[src/rtl/anim_pkg.sv]
// Shared types and constants for the animation timing stage.
package anim_pkg;

    localparam int CNT_W      = 7;
    localparam int NUM_GHOSTS = 4;

    // Ghost bit positions in ghost_moving / ghost_eaten
    localparam int RED    = 0;
    localparam int ORANGE = 1;
    localparam int CYAN   = 2;
    localparam int PINK   = 3;

    localparam int DEF_PAC_ANIM_LEN   = 6;
    localparam int DEF_GHOST_ANIM_LEN = 6;
    localparam int DEF_DEATH_START    = 100;
    localparam int DEF_SCARED_FRAMES  = 120;

    typedef enum logic [1:0] {
        ALIVE   = 2'd0,
        DYING   = 2'd1,
        RESPAWN = 2'd2
    } anim_state_t;

    // Increment with wrap from len-1 back to 0
    function automatic logic [CNT_W-1:0] wrap_inc(input logic [CNT_W-1:0] v,
                                                  input logic [CNT_W-1:0] len);
        return (v == len - 7'd1) ? 7'd0 : v + 7'd1;
    endfunction

endpackage

[src/rtl/frame_tick_sync.sv]
// Brings the asynchronous frame clock into the system domain and emits a
// one-cycle registered pulse three cycles after each rising edge.
module frame_tick_sync (
    input  logic clk_i,
    input  logic rst_ni,
    input  logic async_i,
    output logic tick_o
);

    logic [2:0] sync_q;   // [0],[1] synchronizer, [2] edge-detect history
    logic       tick_q;

    // Two-flop synchronizer, delay stage, and registered rising-edge pulse
    always_ff @(posedge clk_i or negedge rst_ni) begin
        if (!rst_ni) begin
            sync_q <= '0;
            tick_q <= 1'b0;
        end else begin
            sync_q <= {sync_q[1:0], async_i};
            tick_q <= sync_q[1] & ~sync_q[2];
        end
    end

    assign tick_o = tick_q;

endmodule

[src/rtl/anim_sequencer.sv]
// Per-frame animation timebases: sprite animation counters, Pac-Man death
// sequence and power-pellet scared timer.
module anim_sequencer
    import anim_pkg::*;
#(
    parameter int PAC_ANIM_LEN   = DEF_PAC_ANIM_LEN,
    parameter int GHOST_ANIM_LEN = DEF_GHOST_ANIM_LEN,
    parameter int DEATH_START    = DEF_DEATH_START,
    parameter int SCARED_FRAMES  = DEF_SCARED_FRAMES
) (
    input  logic             Clk,
    input  logic             Reset_n,
    input  logic             frame_clk,
    input  logic             pac_moving,
    input  logic [3:0]       ghost_moving,
    input  logic             pac_caught,
    input  logic             scared_start,
    input  logic [3:0]       ghost_eaten,
    output logic [CNT_W-1:0] animation_count,
    output logic [CNT_W-1:0] red_ghost_animation_count,
    output logic [CNT_W-1:0] orange_ghost_animation_count,
    output logic [CNT_W-1:0] cyan_ghost_animation_count,
    output logic [CNT_W-1:0] pink_ghost_animation_count,
    output logic             dying,
    output logic [CNT_W-1:0] death_time,
    output logic             is_red_scared,
    output logic             is_orange_scared,
    output logic             is_cyan_scared,
    output logic             is_pink_scared,
    output logic             respawn
);

    localparam logic [CNT_W-1:0] PAC_LEN   = CNT_W'(PAC_ANIM_LEN);
    localparam logic [CNT_W-1:0] GHOST_LEN = CNT_W'(GHOST_ANIM_LEN);
    localparam logic [CNT_W-1:0] DEATH_LD  = CNT_W'(DEATH_START);
    localparam logic [CNT_W-1:0] SCARED_LD = CNT_W'(SCARED_FRAMES);

    logic tick;

    frame_tick_sync u_tick (
        .clk_i  (Clk),
        .rst_ni (Reset_n),
        .async_i(frame_clk),
        .tick_o (tick)
    );

    anim_state_t           state_q, state_d;
    logic [CNT_W-1:0]      pac_cnt_q, pac_cnt_d;
    logic [CNT_W-1:0]      death_q, death_d;
    logic [CNT_W-1:0]      timer_q, timer_d;
    logic [NUM_GHOSTS-1:0] scared_q, scared_d;
    logic                  dying_q, dying_d;
    logic                  respawn_q, respawn_d;

    // Sprites animate only on a tick while alive; a capture on the same
    // cycle takes precedence and freezes everything.
    logic adv;
    assign adv = tick && (state_q == ALIVE) && !pac_caught;

    // Next-state and registered-output logic for the life/death FSM
    always_comb begin
        state_d   = state_q;
        pac_cnt_d = pac_cnt_q;
        death_d   = death_q;
        timer_d   = timer_q;
        scared_d  = scared_q;
        dying_d   = 1'b0;
        respawn_d = 1'b0;
        unique case (state_q)
            ALIVE: begin
                if (pac_caught) begin
                    state_d   = DYING;
                    death_d   = DEATH_LD;
                    pac_cnt_d = '0;
                    timer_d   = '0;
                    scared_d  = '0;
                    dying_d   = 1'b1;
                end else begin
                    if (adv && pac_moving) pac_cnt_d = wrap_inc(pac_cnt_q, PAC_LEN);
                    if (scared_start) begin
                        // a load (or reload) beats both decrement and eaten pulses
                        timer_d  = SCARED_LD;
                        scared_d = '1;
                    end else begin
                        if (tick && timer_q != '0) begin
                            timer_d = timer_q - 7'd1;
                            if (timer_q == 7'd1) scared_d = '0;
                        end
                        scared_d = scared_d & ~ghost_eaten;
                    end
                end
            end
            DYING: begin
                dying_d = 1'b1;
                if (tick) begin
                    if (death_q == '0) begin
                        state_d   = RESPAWN;
                        dying_d   = 1'b0;
                        respawn_d = 1'b1;
                    end else begin
                        death_d = death_q - 7'd1;
                    end
                end
            end
            RESPAWN: state_d = ALIVE;
            default: state_d = ALIVE;
        endcase
    end

    // State and output registers
    always_ff @(posedge Clk or negedge Reset_n) begin
        if (!Reset_n) begin
            state_q   <= ALIVE;
            pac_cnt_q <= '0;
            death_q   <= '0;
            timer_q   <= '0;
            scared_q  <= '0;
            dying_q   <= 1'b0;
            respawn_q <= 1'b0;
        end else begin
            state_q   <= state_d;
            pac_cnt_q <= pac_cnt_d;
            death_q   <= death_d;
            timer_q   <= timer_d;
            scared_q  <= scared_d;
            dying_q   <= dying_d;
            respawn_q <= respawn_d;
        end
    end

    logic [CNT_W-1:0] ghost_cnt [NUM_GHOSTS];

    for (genvar g = 0; g < NUM_GHOSTS; g++) begin : g_ghost
        logic [CNT_W-1:0] cnt_q;
        // Per-ghost animation counter; holds outside ALIVE
        always_ff @(posedge Clk or negedge Reset_n) begin
            if (!Reset_n)                 cnt_q <= '0;
            else if (adv && ghost_moving[g]) cnt_q <= wrap_inc(cnt_q, GHOST_LEN);
        end
        assign ghost_cnt[g] = cnt_q;
    end

    assign animation_count              = pac_cnt_q;
    assign red_ghost_animation_count    = ghost_cnt[RED];
    assign orange_ghost_animation_count = ghost_cnt[ORANGE];
    assign cyan_ghost_animation_count   = ghost_cnt[CYAN];
    assign pink_ghost_animation_count   = ghost_cnt[PINK];
    assign dying                        = dying_q;
    assign death_time                   = death_q;
    assign is_red_scared                = scared_q[RED];
    assign is_orange_scared             = scared_q[ORANGE];
    assign is_cyan_scared               = scared_q[CYAN];
    assign is_pink_scared               = scared_q[PINK];
    assign respawn                      = respawn_q;

endmodule

[config.mk]
export PLATFORM = sky130hd
export DESIGN_NAME = anim_sequencer
export DESIGN_NICKNAME = d
export VERILOG_FILES = /design/src/rtl/anim_pkg.sv /design/src/rtl/frame_tick_sync.sv /design/src/rtl/anim_sequencer.sv
export SDC_FILE = /design/constraint.sdc
export NUM_CORES = 1
export LEC_CHECK = 0
export ABC_AREA = 1
export ABC_CLOCK_PERIOD_IN_PS = 1650
export CORE_MARGIN = 2
export CORE_UTILIZATION = 40
export CTS_CLUSTER_DIAMETER = 40
export DETAILED_ROUTE_END_ITERATION = 16
export PLACE_DENSITY_LB_ADDON = 0.25
export SYNTH_ARGS = -nofsm -noshare
export SYNTH_HDL_FRONTEND = slang
export SYNTH_HIERARCHICAL = 1
export SYNTH_SLANG_ARGS = --single-unit
[constraint.sdc]
create_clock -name Clk -period 1.65 [get_ports Clk]
set_input_delay 0.2475 -clock Clk [delete_from_list [all_inputs] [get_ports Clk]]
set_output_delay 0.2475 -clock Clk [all_outputs]
set_load 0.05 [all_outputs]
==> flow_summary.ini <==
[clocking]
numCtsBuffers = 9
cts_root_buf = clkbuf_8
cts_sinks = 61
cts_tree = built
post_cts_buffers = 0
cts.path.max_buffers = 2
path_clk_slew_ns = 0.07
clk_latency_ns = 0.35
htree_levels = 3

[sta]
grt_setup_unrepaired = false
worst_slew_pin_slew_ns = 0.335
finalHoldViolations = 0
fin_setup_tns_ns = 0
finalCritPeriodShare_pct = 90.2
period_needed_ns = 1.49
timing.fmax_mhz = 672
clock_skew_ns = 0.0102
finalSetupViolations = 0
slew_headroom_pct = 77.7
finalMaxSlewViolations = 0

[critical_path]
cp_slowest_cell = dfrtp_1
path_class = reg2reg
cp_common_cell = nand2_1
critical-path-top-delay-family = simple AND/OR/NAND/NOR gates
cp.arrival_ns = 1.78
end_kind = flip-flop
crit_buf_inv = 0
cp.required_ns = 1.94
timing.critical_path.from_type = flip-flop
cpPeakStageDelay_ns = 0.44
path_cells = nor2_1 > and2_1 > nand3_1 > o21ai_4 > nand2_1 > nand2_1
critPathMaxFanout = 7

[synthesis]
synthTopCellsByArea = dfrtp_1 46%, nand2_1 15%, inv_1 5.7%, ha_1 5.6%, nor2_1 3.9%
netlist_instances = 428
avgSynthCellArea_um2 = 7.84
yosysSeqAreaShare_pct = 45.5
synth_nets = 457
synth_area_um2 = 3350
ys_ff_latch = 61
synth_cell_types = 26
synth_top_area_share_pct = 45.5
yosys.area.top_type = dfrtp_1
ys_warn_count = 6

[floorplan]
rows = 33
die-width_um = 95.6
die_area_um2 = 9130
die_h_um = 95.6
ioPinCount = 62
core_um2 = 8180
start_util_pct = 41.0

[place]
place_area_um2 = 4060
hpwl_um = 5310
port_buffers = 61
gp_congestion = 0.796
dp.cells = 604

[pwr]
ir_worst_vdd_v = 0.00102
fin_total_pwr_mw = 8.31
leakage_nw = 2.19
powerDensity_nw_per_um2 = 1940

[route]
drtIter0Drc = 145
viasPerCell = 4.79
vias = 2976
drc = 0
wl_per_cell_um = 11.8
drtAntennaViolNets = 0
drt_first_pass_iters = 4
routed_wl_um = 7340

[global_routing]
grt_max_degree = 62
grt_pass1_wl_um = 12000
antenna_found_initial = 0
first_global_vias = 2714
track_usage_pct = 17.1
gr-total-overflow = 0

[cells_and_area]
final_area_um2 = 4270
final_common_cell = nand2_1
fillers = 797
fin_cells = 621
multiInputGateArea_um2 = 1620
layout_common_cells = 134 x nand2_1, 61 x dfrtp_1, 57 x buf_4, 51 x inv_1, 34 x nor2_1
drive_gt1_share_pct = 18.6
final_util_pct = 52.2
final_nets = 540
layout.area.seq_um2 = 1530
areaGrowthSynthToFinish_pct = 27.3
num_antenna_cells = 0

[flow_run]
maxCapViolCount = 0

[run_status]
status = complete, no violations

[hold_path]
min_path_type = in2reg
[power by group]
part | switching [mW] | total (mW) | internal [mW]
combinational | 2.93 | 4.29 | 1.37
clock | 0.598 | 1.33 | 0.735
sequential | 0.665 | 2.68 | 2.01
[repair_timing]
action | CTS | global route
endpoints found under the setup margin | 0 | 2
endpoints found under the hold margin | 61 | 0
hold buffers | 1 | 0
gates resized for setup | 0 | 2
[cell usage after synthesis]
library cell  count
nand2_2           4
o21ai_2           2
nor2_2            1
a21oi_1          11
inv_1            51
nor2_4            4
nand2_4           1
xor2_1           15
o211ai_1          1
o22ai_1           4
o21ai_1           3
or2_2             2
nand2_1         134
ha_1             15
nor3_1            9
nor2_1           35
nand4_1          16
nor2_8            1
dfrtp_1          61
nand3_1          24
or2_0             1
nor3_4            1
inv_2             6
o21ai_0          24
and2_1            1
a31oi_1           1
[through the flow]
stage          hold WS [ns]  worst slack [ns]
2_1_floorplan       -0.0481            0.0394
3_3_place_gp          0.285           -0.0410
3_5_place_dp          0.283            -0.108
4_1_cts               0.339             0.142
5_1_grt               0.347          0.000653
6_report              0.354             0.162
[area by class of cell]
| cell class | instances | share of cell area (%) |
|---|---|---|
| multi-input combinational | 310 | 38.0 |
| sequential | 61 | 35.7 |
| clock inverter | 4 | 1.11 |
| timing repair buffer | 72 | 13.6 |
| clock buffer | 12 | 3.40 |
| inverter | 57 | 5.01 |
| tap | 105 | 3.08 |
[per-layer routing]
| metal | vias up | GRT usage (%) | share of wire (%) | wire length, um |
|---|---|---|---|---|
| met2 | 60 | 26.9 | 45 | 3280 |
| met3 | 11 | 4.11 | 4.9 | 356 |
| met4 | 0 | 7.98 | 1.9 | 141 |
| met5 | - | 0 | 0 | 0 |
| met1 | 1373 | 22.1 | 49 | 3560 |
| li1 | 1532 | - | - | - |
[flip-flops by register name, indices dropped and copies added, names as in the netlist]
register / count
animation_count: 7
cyan_ghost_animation_count: 7
death_time: 7
dying: 1
orange_ghost_animation_count: 7
pink_ghost_animation_count: 7
red_ghost_animation_count: 7
respawn: 1
scared_q: 4
state_q: 2
timer_q: 7
u_tick/sync_q: 3
u_tick/tick_o: 1
[final timing paths]
check                                       from               end  slack [ns]  cells past startpoint
worst max-delay path               death_time[3]     death_time[5]        0.16                      6
worst min-delay path                   frame_clk  u_tick/sync_q[0]        0.35                      1
worst max register to register     death_time[3]     death_time[5]        0.16                      6
worst min register to register  u_tick/sync_q[0]  u_tick/sync_q[1]        0.36                      0
max in group asynchronous                Reset_n  u_tick/sync_q[0]        0.93                      3
min in group asynchronous                Reset_n       scared_q[3]        0.43                      3
[kinds of logic after synthesis]
group | after synthesis | synth area share [%]
AOI/OAI and AO/OA | 46 | 7.35
xor gates and xnor gates | 15 | 3.92
adders and majority gates | 15 | 5.59
buffers and inverters | 57 | 6.38
DFF | 61 | 45.5
and+or+nand+nor | 234 | 31.3
Power figures use the tool's default switching activity.
